<file path="src/rtl/shift_seq_ctrl_pkg.sv">
// Shared control definitions for the nibble-offset shift sequencer:
// state encodings, word geometry and the shift-amount split helper.
package shift_seq_ctrl_pkg;

    localparam int C_N_OFF   = 8;
    localparam int C_OFFBITS = 3;

    localparam logic [2:0] SSC_IDLE   = 3'd0;
    localparam logic [2:0] SSC_STEP   = 3'd1;
    localparam logic [2:0] SSC_STREAM = 3'd2;
    localparam logic [2:0] SSC_UNWIND = 3'd3;
    localparam logic [2:0] SSC_RESP   = 3'd4;

    typedef enum logic [2:0] {
        ST_IDLE   = SSC_IDLE,
        ST_STEP   = SSC_STEP,
        ST_STREAM = SSC_STREAM,
        ST_UNWIND = SSC_UNWIND,
        ST_RESP   = SSC_RESP
    } ssc_state_e;

    // Whole-nibble part of a 5-bit shift amount.
    function automatic logic [C_OFFBITS-1:0] nibble_offset(input logic [4:0] shamt);
        return shamt[4:2];
    endfunction

endpackage

</file>
<file path="src/rtl/shift_seq_counter.sv">
// Loadable down-counter with a zero flag; paces every phase of the sequencer.
module shift_seq_counter #(
    parameter int W = 3
) (
    input  logic         clk,
    input  logic         reset,
    input  logic         load,
    input  logic [W-1:0] load_val,
    input  logic         dec,
    output logic [W-1:0] count,
    output logic         zero
);

    logic [W-1:0] count_r;

    // Count register: load has priority over decrement.
    always_ff @(posedge clk) begin
        if (reset) begin
            count_r <= {W{1'b0}};
        end else if (load) begin
            count_r <= load_val;
        end else if (dec) begin
            count_r <= count_r - W'(1);
        end else begin
            count_r <= count_r;
        end
    end

    assign count = count_r;
    assign zero  = (count_r == {W{1'b0}});

endmodule

</file>
<file path="src/rtl/shift_seq_ctrl.sv">
// Shift sequencer: steps the nibble index to the request offset, paces the
// 8-nibble stream, steps the index back to zero and hands back a completion.
module shift_seq_ctrl #(
    parameter int C_N_OFF   = shift_seq_ctrl_pkg::C_N_OFF,
    parameter int C_OFFBITS = shift_seq_ctrl_pkg::C_OFFBITS
) (
    input  logic                 clk,
    input  logic                 reset,
    input  logic                 req_val,
    output logic                 req_rdy,
    input  logic [4:0]           req_shamt,
    input  logic                 req_dir,
    input  logic                 stall,
    output logic                 demux_en,
    output logic                 demux_direction,
    output logic [1:0]           bit_shamt,
    output logic                 stream_val,
    output logic [C_OFFBITS-1:0] stream_idx,
    output logic                 stream_last,
    output logic                 resp_val,
    input  logic                 resp_rdy
);
    import shift_seq_ctrl_pkg::*;

    localparam logic [C_OFFBITS-1:0] LAST_NIB = C_OFFBITS'(C_N_OFF - 1);
    localparam logic [C_OFFBITS-1:0] ONE      = C_OFFBITS'(1);
    localparam logic [C_OFFBITS-1:0] ZERO     = {C_OFFBITS{1'b0}};

    ssc_state_e             state_r, state_nxt_s;
    logic [C_OFFBITS-1:0]   k_r;
    logic                   dir_r;
    logic [1:0]             bit_r;

    logic [C_OFFBITS-1:0]   req_k_s;
    logic                   accept_s;
    logic                   cnt_load_s, cnt_dec_s, cnt_zero_s;
    logic [C_OFFBITS-1:0]   cnt_val_s, cnt_s;
    logic                   req_rdy_s, demux_en_s, demux_dir_s, stream_val_s, resp_val_s;
    logic [C_OFFBITS-1:0]   stream_idx_s;

    assign req_k_s = nibble_offset(req_shamt);

    shift_seq_counter #(.W(C_OFFBITS)) u_cnt (
        .clk      (clk),
        .reset    (reset),
        .load     (cnt_load_s),
        .load_val (cnt_val_s),
        .dec      (cnt_dec_s),
        .count    (cnt_s),
        .zero     (cnt_zero_s)
    );

    // Next-state, counter control and output decode.
    always_comb begin
        state_nxt_s  = state_r;
        accept_s     = 1'b0;
        cnt_load_s   = 1'b0;
        cnt_val_s    = ZERO;
        cnt_dec_s    = 1'b0;
        req_rdy_s    = 1'b0;
        demux_en_s   = 1'b0;
        demux_dir_s  = 1'b0;
        stream_val_s = 1'b0;
        resp_val_s   = 1'b0;
        case (state_r)
            ST_IDLE: begin
                req_rdy_s = 1'b1;
                if (req_val) begin
                    accept_s   = 1'b1;
                    cnt_load_s = 1'b1;
                    if (req_k_s != ZERO) begin
                        state_nxt_s = ST_STEP;
                        cnt_val_s   = req_k_s - ONE;
                    end else begin
                        state_nxt_s = ST_STREAM;
                        cnt_val_s   = LAST_NIB;
                    end
                end else begin
                    state_nxt_s = ST_IDLE;
                end
            end
            ST_STEP: begin
                demux_en_s  = 1'b1;
                demux_dir_s = dir_r;
                if (cnt_zero_s) begin
                    state_nxt_s = ST_STREAM;
                    cnt_load_s  = 1'b1;
                    cnt_val_s   = LAST_NIB;
                end else begin
                    cnt_dec_s = 1'b1;
                end
            end
            ST_STREAM: begin
                stream_val_s = ~stall;
                if (!stall) begin
                    if (cnt_zero_s) begin
                        if (k_r != ZERO) begin
                            state_nxt_s = ST_UNWIND;
                            cnt_load_s  = 1'b1;
                            cnt_val_s   = k_r - ONE;
                        end else begin
                            state_nxt_s = ST_RESP;
                        end
                    end else begin
                        cnt_dec_s = 1'b1;
                    end
                end else begin
                    state_nxt_s = ST_STREAM;
                end
            end
            ST_UNWIND: begin
                demux_en_s  = 1'b1;
                demux_dir_s = ~dir_r;
                if (cnt_zero_s) begin
                    state_nxt_s = ST_RESP;
                end else begin
                    cnt_dec_s = 1'b1;
                end
            end
            ST_RESP: begin
                resp_val_s = 1'b1;
                if (resp_rdy) begin
                    state_nxt_s = ST_IDLE;
                end else begin
                    state_nxt_s = ST_RESP;
                end
            end
            default: begin
                state_nxt_s = ST_IDLE;
            end
        endcase
    end

    // The stream counter runs down, so the nibble number is its complement.
    always_comb begin
        stream_idx_s = ZERO;
        if (state_r == ST_STREAM) begin
            stream_idx_s = LAST_NIB - cnt_s;
        end else begin
            stream_idx_s = ZERO;
        end
    end

    // State and latched request fields.
    always_ff @(posedge clk) begin
        if (reset) begin
            state_r <= ST_IDLE;
            k_r     <= ZERO;
            dir_r   <= 1'b0;
            bit_r   <= 2'b00;
        end else begin
            state_r <= state_nxt_s;
            if (accept_s) begin
                k_r   <= req_k_s;
                dir_r <= req_dir;
                bit_r <= req_shamt[1:0];
            end else begin
                k_r   <= k_r;
                dir_r <= dir_r;
                bit_r <= bit_r;
            end
        end
    end

    assign req_rdy         = req_rdy_s;
    assign demux_en        = demux_en_s;
    assign demux_direction = demux_dir_s;
    assign bit_shamt       = bit_r;
    assign stream_val      = stream_val_s;
    assign stream_idx      = stream_idx_s;
    assign stream_last     = stream_val_s && (stream_idx_s == LAST_NIB);
    assign resp_val        = resp_val_s;

endmodule

</file>
<file path="config.mk">
export PLATFORM = sky130hd
export DESIGN_NAME = shift_seq_ctrl
export DESIGN_NICKNAME = d
export VERILOG_FILES = /design/src/rtl/shift_seq_ctrl_pkg.sv /design/src/rtl/shift_seq_counter.sv /design/src/rtl/shift_seq_ctrl.sv
export SDC_FILE = /design/constraint.sdc
export NUM_CORES = 1
export LEC_CHECK = 0
export BUFFER_PORTS_ARGS = -buffer_cell sky130_fd_sc_hd__buf_2
export CORE_MARGIN = 3
export CORE_UTILIZATION = 45
export CTS_CLUSTER_DIAMETER = 200
export DETAILED_ROUTE_END_ITERATION = 10
export GPL_ROUTABILITY_DRIVEN = 0
export PLACE_DENSITY = 0.8
export SETUP_SLACK_MARGIN = 0.2
export SYNTH_ARGS = -nofsm -noshare
export SYNTH_HDL_FRONTEND = slang
export SYNTH_HIERARCHICAL = 1
export SYNTH_SLANG_ARGS = --single-unit
</file>
<file path="constraint.sdc">
create_clock -name clk -period 2.1 [get_ports clk]
set_clock_uncertainty 0.05 [all_clocks]
set_input_delay 0.21 -clock clk [delete_from_list [all_inputs] [get_ports clk]]
set_output_delay 0.21 -clock clk [all_outputs]
set_load 0.03 [all_outputs]
</file>
==> results.toml, run 1 <==
[sta]
tns_ps = 0
setup_viol = 0
slew_headroom_pct = 56.47
fmax_mhz = 553.5
timing.final.crit_share_pct = 86.04
timing.final.ws_setup_ps = 293.3
slew_violations = 0
hold_viol = 0
rsz0062_at_grt = "false"
worst_slew_pin_slew_ps = 651.3
post-route-min-period_ps = 1807

[cts]
cts_hold_buf = 0
cts_tree = "built"
clockRootBuffer = "clkbuf_4"
numCtsBuffers = 3
htree_num_levels = 1
clkLatencyLatePin_ps = 290
cts.clk_slew.worst_paths_ps = 90
cts_max_path_buffers = 2
clock_sinks = 12

[finish]
areaGrowthSynthToFinish_pct = 25.23
n_antenna_cell = 0
fillers = 151
final_util_pct = 64.06
layout-drive-gt1-share_pct = 34.11
nets = 145
finish.instance_area_um2 = 1044

[global_route]
grt_pass1_wl_um = 3063
antenna_found_initial = 0
grt_usage_pct = 16.22
grt_pass1_vias = 717
grt-ovfl-total = 0
grt_max_degree = 14

[setup_path]
worstPathMaxFanout = 8
crit_type = "reg -> out"
start_kind = "flop"
crit_arrival_ps = 1550
worstPathRequired_ps = 1840
cp-end-kind = "output port"

[synthesis]
avgSynthCellArea_um2 = 7.788
ys_seq_elements = 12
synthDistinctLibCells = 34
synth_fp_nets = 122
synth_area_um2 = 833.3
ys_top_cells_by_count = "14 x nand2_1, 12 x dfxtp_1, 11 x nor2_1"
ys_top_cells_by_area = "dfxtp_1 29%, nand2_1 6.3%, ha_1 6.0%, nor2_1 5.0%, a21oi_1 4.2%"
synth-edff-count = 0
synthArstFlopShare_pct = 0
yosysMostFrequentCell = "nand2_1"
synth_ff_type = "dfxtp_1"
synthesis.instances = 107
seq_area_frac_synth_pct = 28.83
synth_top_area_cell = "dfxtp_1"
ys.warnings.count = 6
netlist.area_leader.share_pct = 28.83

[detailed_routing]
drc_errors = 0
ant_nets = 0
drt-pass1-iter-count = 6
drt_wl_total_um = 1909
vias = 851
vias_per_cell = 5.562
wl_per_cell_um = 12.48
dr.first_iter.drc_count = 17

[die]
initial_core_util_pct = 51.15
io_pins = 22
die_x_um = 49.03
dieArea_um2 = 2404
row_count = 14
coreArea_um2 = 1629
die_y_um = 49.03

[placed_design]
placed_area_um2 = 952.2
dp_hpwl_um = 1374
place_ws_ps = 186.3
port_buffers = 21

[status]
status = "finished, final reports clean"

[power_and_ir_drop]
peakVddDrop_mv = 0.7885
p_leak_uw = 0.0004578
power_density_nw_per_um2 = 1287

[min_path]
min_path_type = "in -> reg"

[run]
cap_violations = 0
==> per-stage QoR <==
| step | total power [uW] | hold slack (ps) | instances |
|---|---|---|---|
| final | 1343 | 99.02 | 153 |
| after global placement | 1072 | 391.8 | 147 |
| after global routing | 1450 | 116.3 | 153 |
| after CTS | 1293 | 98.94 | 151 |
| after detailed placement | 1089 | 397.3 | 147 |
| after floorplan | 945.7 | 232.8 | 107 |
==> per-layer routing <==
metal	part of all wire, %	track usage [%]
met5	0	0
met4	2.4	10.90
met2	47	26.47
met1	45	19.30
met3	4.9	2.752
==> logic make-up (layout without fill, tap and decap cells) <==
| family | after synthesis | in the layout | share of synthesized area, % |
|---|---|---|---|
| simple gates | 52 | 52 | 34.08 |
| buf+inv | 14 | 36 | 7.508 |
| flops | 12 | 12 | 28.83 |
| compound gates | 21 | 21 | 19.37 |
| fa+ha+maj | 4 | 4 | 6.006 |
| xor+xnor | 4 | 4 | 4.205 |
==> sequential cells by signal (all words and copies together) (netlist names) <==
| register | flops |
|---|---|
| bit_shamt | 2 |
| u_cnt/count | 3 |
| k_r | 3 |
| state_r | 3 |
| dir_r | 1 |
==> power by group <==
part	internal [uW]	switching, uW	leakage (uW)	total, uW
Sequential	296	108	0.000100	404
Clock	106	88.9	0.0000210	195
Combinational	312	432	0.000336	744
==> cell type report <==
type                            count  area [um^2]  share of cell area [%]
Clock buffer                        4        36.28                   3.477
Inverter                            8        30.03                   2.878
Multi-Input combinational cell     81        569.3                   54.56
Sequential cell                    12        247.7                   23.74
Tap cell                           24        30.03                   2.878
Timing Repair Buffer               24        130.1                   12.47
==> timing repair <==
| item | CTS | global route |
|---|---|---|
| gates resized for setup | 3 | 10 |
| gates cloned | 0 | 0 |
| setup buffers | 0 | 2 |
| pin swaps | 0 | 0 |
| endpoints found under the setup margin | 3 | 7 |
==> final timing paths <==
kind         cells after the start            from  slack [ps]              to
max                              5      state_r[2]         290     stream_last
min                              3         req_dir         100           dir_r
max reg2reg                      7  u_cnt/count[1]         330  u_cnt/count[2]
min reg2reg                      2    bit_shamt[1]         410    bit_shamt[1]
==> layout by cell type (no fill, tap or decap), types with 2 or more instances in the layout <==
master,netlist,final
buf_2,2,20
nand2_1,14,14
nor2_1,11,10
inv_1,8,8
dfxtp_1,12,8
a21oi_1,7,7
buf_4,0,4
nand2b_1,4,3
nor2b_1,3,3
xnor2_1,3,3
o32ai_1,3,3
ha_1,4,3
clkbuf_4,0,3
dfxtp_2,0,3
nor3_1,3,2
or3_1,2,2
nand3_1,4,2
nand3_2,0,2
nor3b_1,2,2
o221ai_1,2,2
a211oi_1,2,2
and2_1,2,2
==> critical path, stage by stage (launching register included) <==
cell and delay [ps]:
dfxtp_4 380, buf_4 160, nand2b_4 140, or2_4 250, nor3_2 150, buf_4 180
Note: power is estimated with default switching activity, not from simulation.
==> run 2: changes to the inputs <==
==> constraint.sdc (replaced) <==
create_clock -name clk -period 2.2 [get_ports clk]
set_clock_uncertainty 0.05 [all_clocks]
set_input_delay 0.22 -clock clk [delete_from_list [all_inputs] [get_ports clk]]
set_output_delay 0.22 -clock clk [all_outputs]
set_load 0.03 [all_outputs]
==> run 2 against run 1 <==
Net effect:
- routed wire length is 6.0% lower
- largest power group unchanged
- largest cell class unchanged
- combinational power is 10% lower
- first-iteration DRC count is 41% lower
- final cell count is 1.3% lower
- critical path depth is 1 lower
- sequential power is 8.9% lower
- power is 9.5% lower
- via count is 3.4% lower
- global-route usage is 0.37 points lower
- count of clock-buffer cells in the layout stayed put
- die area stayed put
- critical endpoint unchanged
- highest routed layer unchanged
==> results.toml, run 2 (synthesized netlist as in run 1, its figures left out) <==
[finish]
final_cell_mix = "21 x buf_2, 14 x nand2_1, 11 x nor2_1, 11 x dfxtp_1, 8 x inv_1"
fillers = 164
multiInputGateArea_um2 = 538.0
mostFrequentLayoutCell = "buf_2"
areaGrowthSynthToFinish_pct = 18.62
register_area_um2 = 241.5
n_antenna_cell = 0
layout-drive-gt1-share_pct = 26.77
nets = 143

[setup_path]
slowest_stage = "dfxtp_1"
path_cells = "nand2b_1, or2_1, nor3_1, buf_2"
crit_type = "reg -> out"
cp-end-kind = "output port"
crit_arrival_ps = 1590
start_kind = "flop"
slowest_delay_ps = 430
worstPathMaxFanout = 12
worstPathRequired_ps = 1930

[global_route]
grt_pass1_vias = 707
grt_pass1_wl_um = 3001
grt-ovfl-total = 0
grt_max_degree = 14
antenna_found_initial = 0
grt_usage_pct = 15.85

[die]
dieArea_um2 = 2404
die_y_um = 49.03
die_x_um = 49.03
initial_core_util_pct = 51.15
coreArea_um2 = 1629
row_count = 14
io_pins = 22

[run]
cap_violations = 0

[status]
status = "finished, final reports clean"

[cts]
cts_tree = "built"
htree_num_levels = 1
numCtsBuffers = 3
cts_setup_buffers = 0
cts_max_path_buffers = 2
cts.clk_slew.worst_paths_ps = 80
clockRootBuffer = "clkbuf_4"
clock_sinks = 12
clkLatencyLatePin_ps = 280

[sta]
fmax_mhz = 537.0
post-route-min-period_ps = 1862
rsz0062_at_grt = "true"
slew_headroom_pct = 56.17
worst_slew_pin_slew_ps = 655.7
timing.final.crit_share_pct = 84.65
tns_ps = 0
slew_violations = 0
worst_hold_slack_ps = 122.5
hold_viol = 0
setup_viol = 0

[detailed_routing]
ant_nets = 0
drt-pass1-iter-count = 4
vias_per_cell = 5.444
drc_errors = 0
wl_per_cell_um = 11.89
drt_wl_total_um = 1795
dr.first_iter.drc_count = 10
vias = 822

[min_path]
min_path_type = "in -> reg"

[placed_design]
dp_hpwl_um = 1373
port_buffers = 21

[power_and_ir_drop]
peakVddDrop_mv = 0.6847
p_leak_uw = 0.0004355
power_density_nw_per_um2 = 1230
## run 2: final timing paths
check	cells after the start	startpoint	slack [ps]	end
setup / recovery	4	state_r[2]	340	stream_last
hold reg to reg	2	bit_shamt[0]	410	bit_shamt[0]
setup reg to reg	5	state_r[2]	390	u_cnt/count[2]
hold / removal	3	req_shamt[0]	120	bit_shamt[0]
## run 2: critical path, delay by kind of cell, from the launching register on
| family | cells | cell delay (ps) |
|---|---|---|
| flip-flops | 1 | 430 |
| buffers and inverters | 1 | 220 |
| AND/OR/NAND/NOR | 3 | 660 |
## run 2: routing by layer
layer | up-vias | part of all wire (%) | wire, um | GRT usage (%)
met5 | - | 0 | 0 | 0
met4 | 0 | 1.3 | 24 | 6.635
met2 | 24 | 47 | 838 | 24.43
met1 | 382 | 46 | 825 | 19.89
met3 | 4 | 6.0 | 107 | 5.505
li1 | 412 | - | - | -
## run 2: cell type report
class	count	area share (%)
Tap cell	24	3.038
Timing Repair Buffer	22	11.39
Inverter	8	3.038
Sequential cell	12	24.43
Clock buffer	4	3.671
Multi-Input combinational cell	81	54.43
## run 2: metrics by stage
stage | area, um^2 | power, uW | utilization [%] | std cells | setup WS, ps
2_1_floorplan | 833.3 | 894.8 | - | 107 | 243.6
3_3_place_gp | 943.4 | 1014 | 57.91 | 147 | 372.9
3_5_place_dp | 943.4 | 1031 | 57.91 | 147 | 293.3
4_1_cts | 979.7 | 1214 | 60.14 | 151 | 270.9
5_1_grt | 988.4 | 1323 | 60.68 | 151 | 184.8
6_report | 988.4 | 1215 | 60.68 | 151 | 337.7
## run 2: what timing repair did
action	in CTS	in global routing
endpoints found under the setup margin	0	3
endpoints found under the hold margin	0	0
hold buffers	0	0
gates resized for setup	0	3
## run 2: report_power, final
| part | internal (uW) | switching [uW] |
|---|---|---|
| clock network | 101 | 78.4 |
| logic | 271 | 397 |
| registers | 278 | 90.3 |
| total | 650 | 566 |
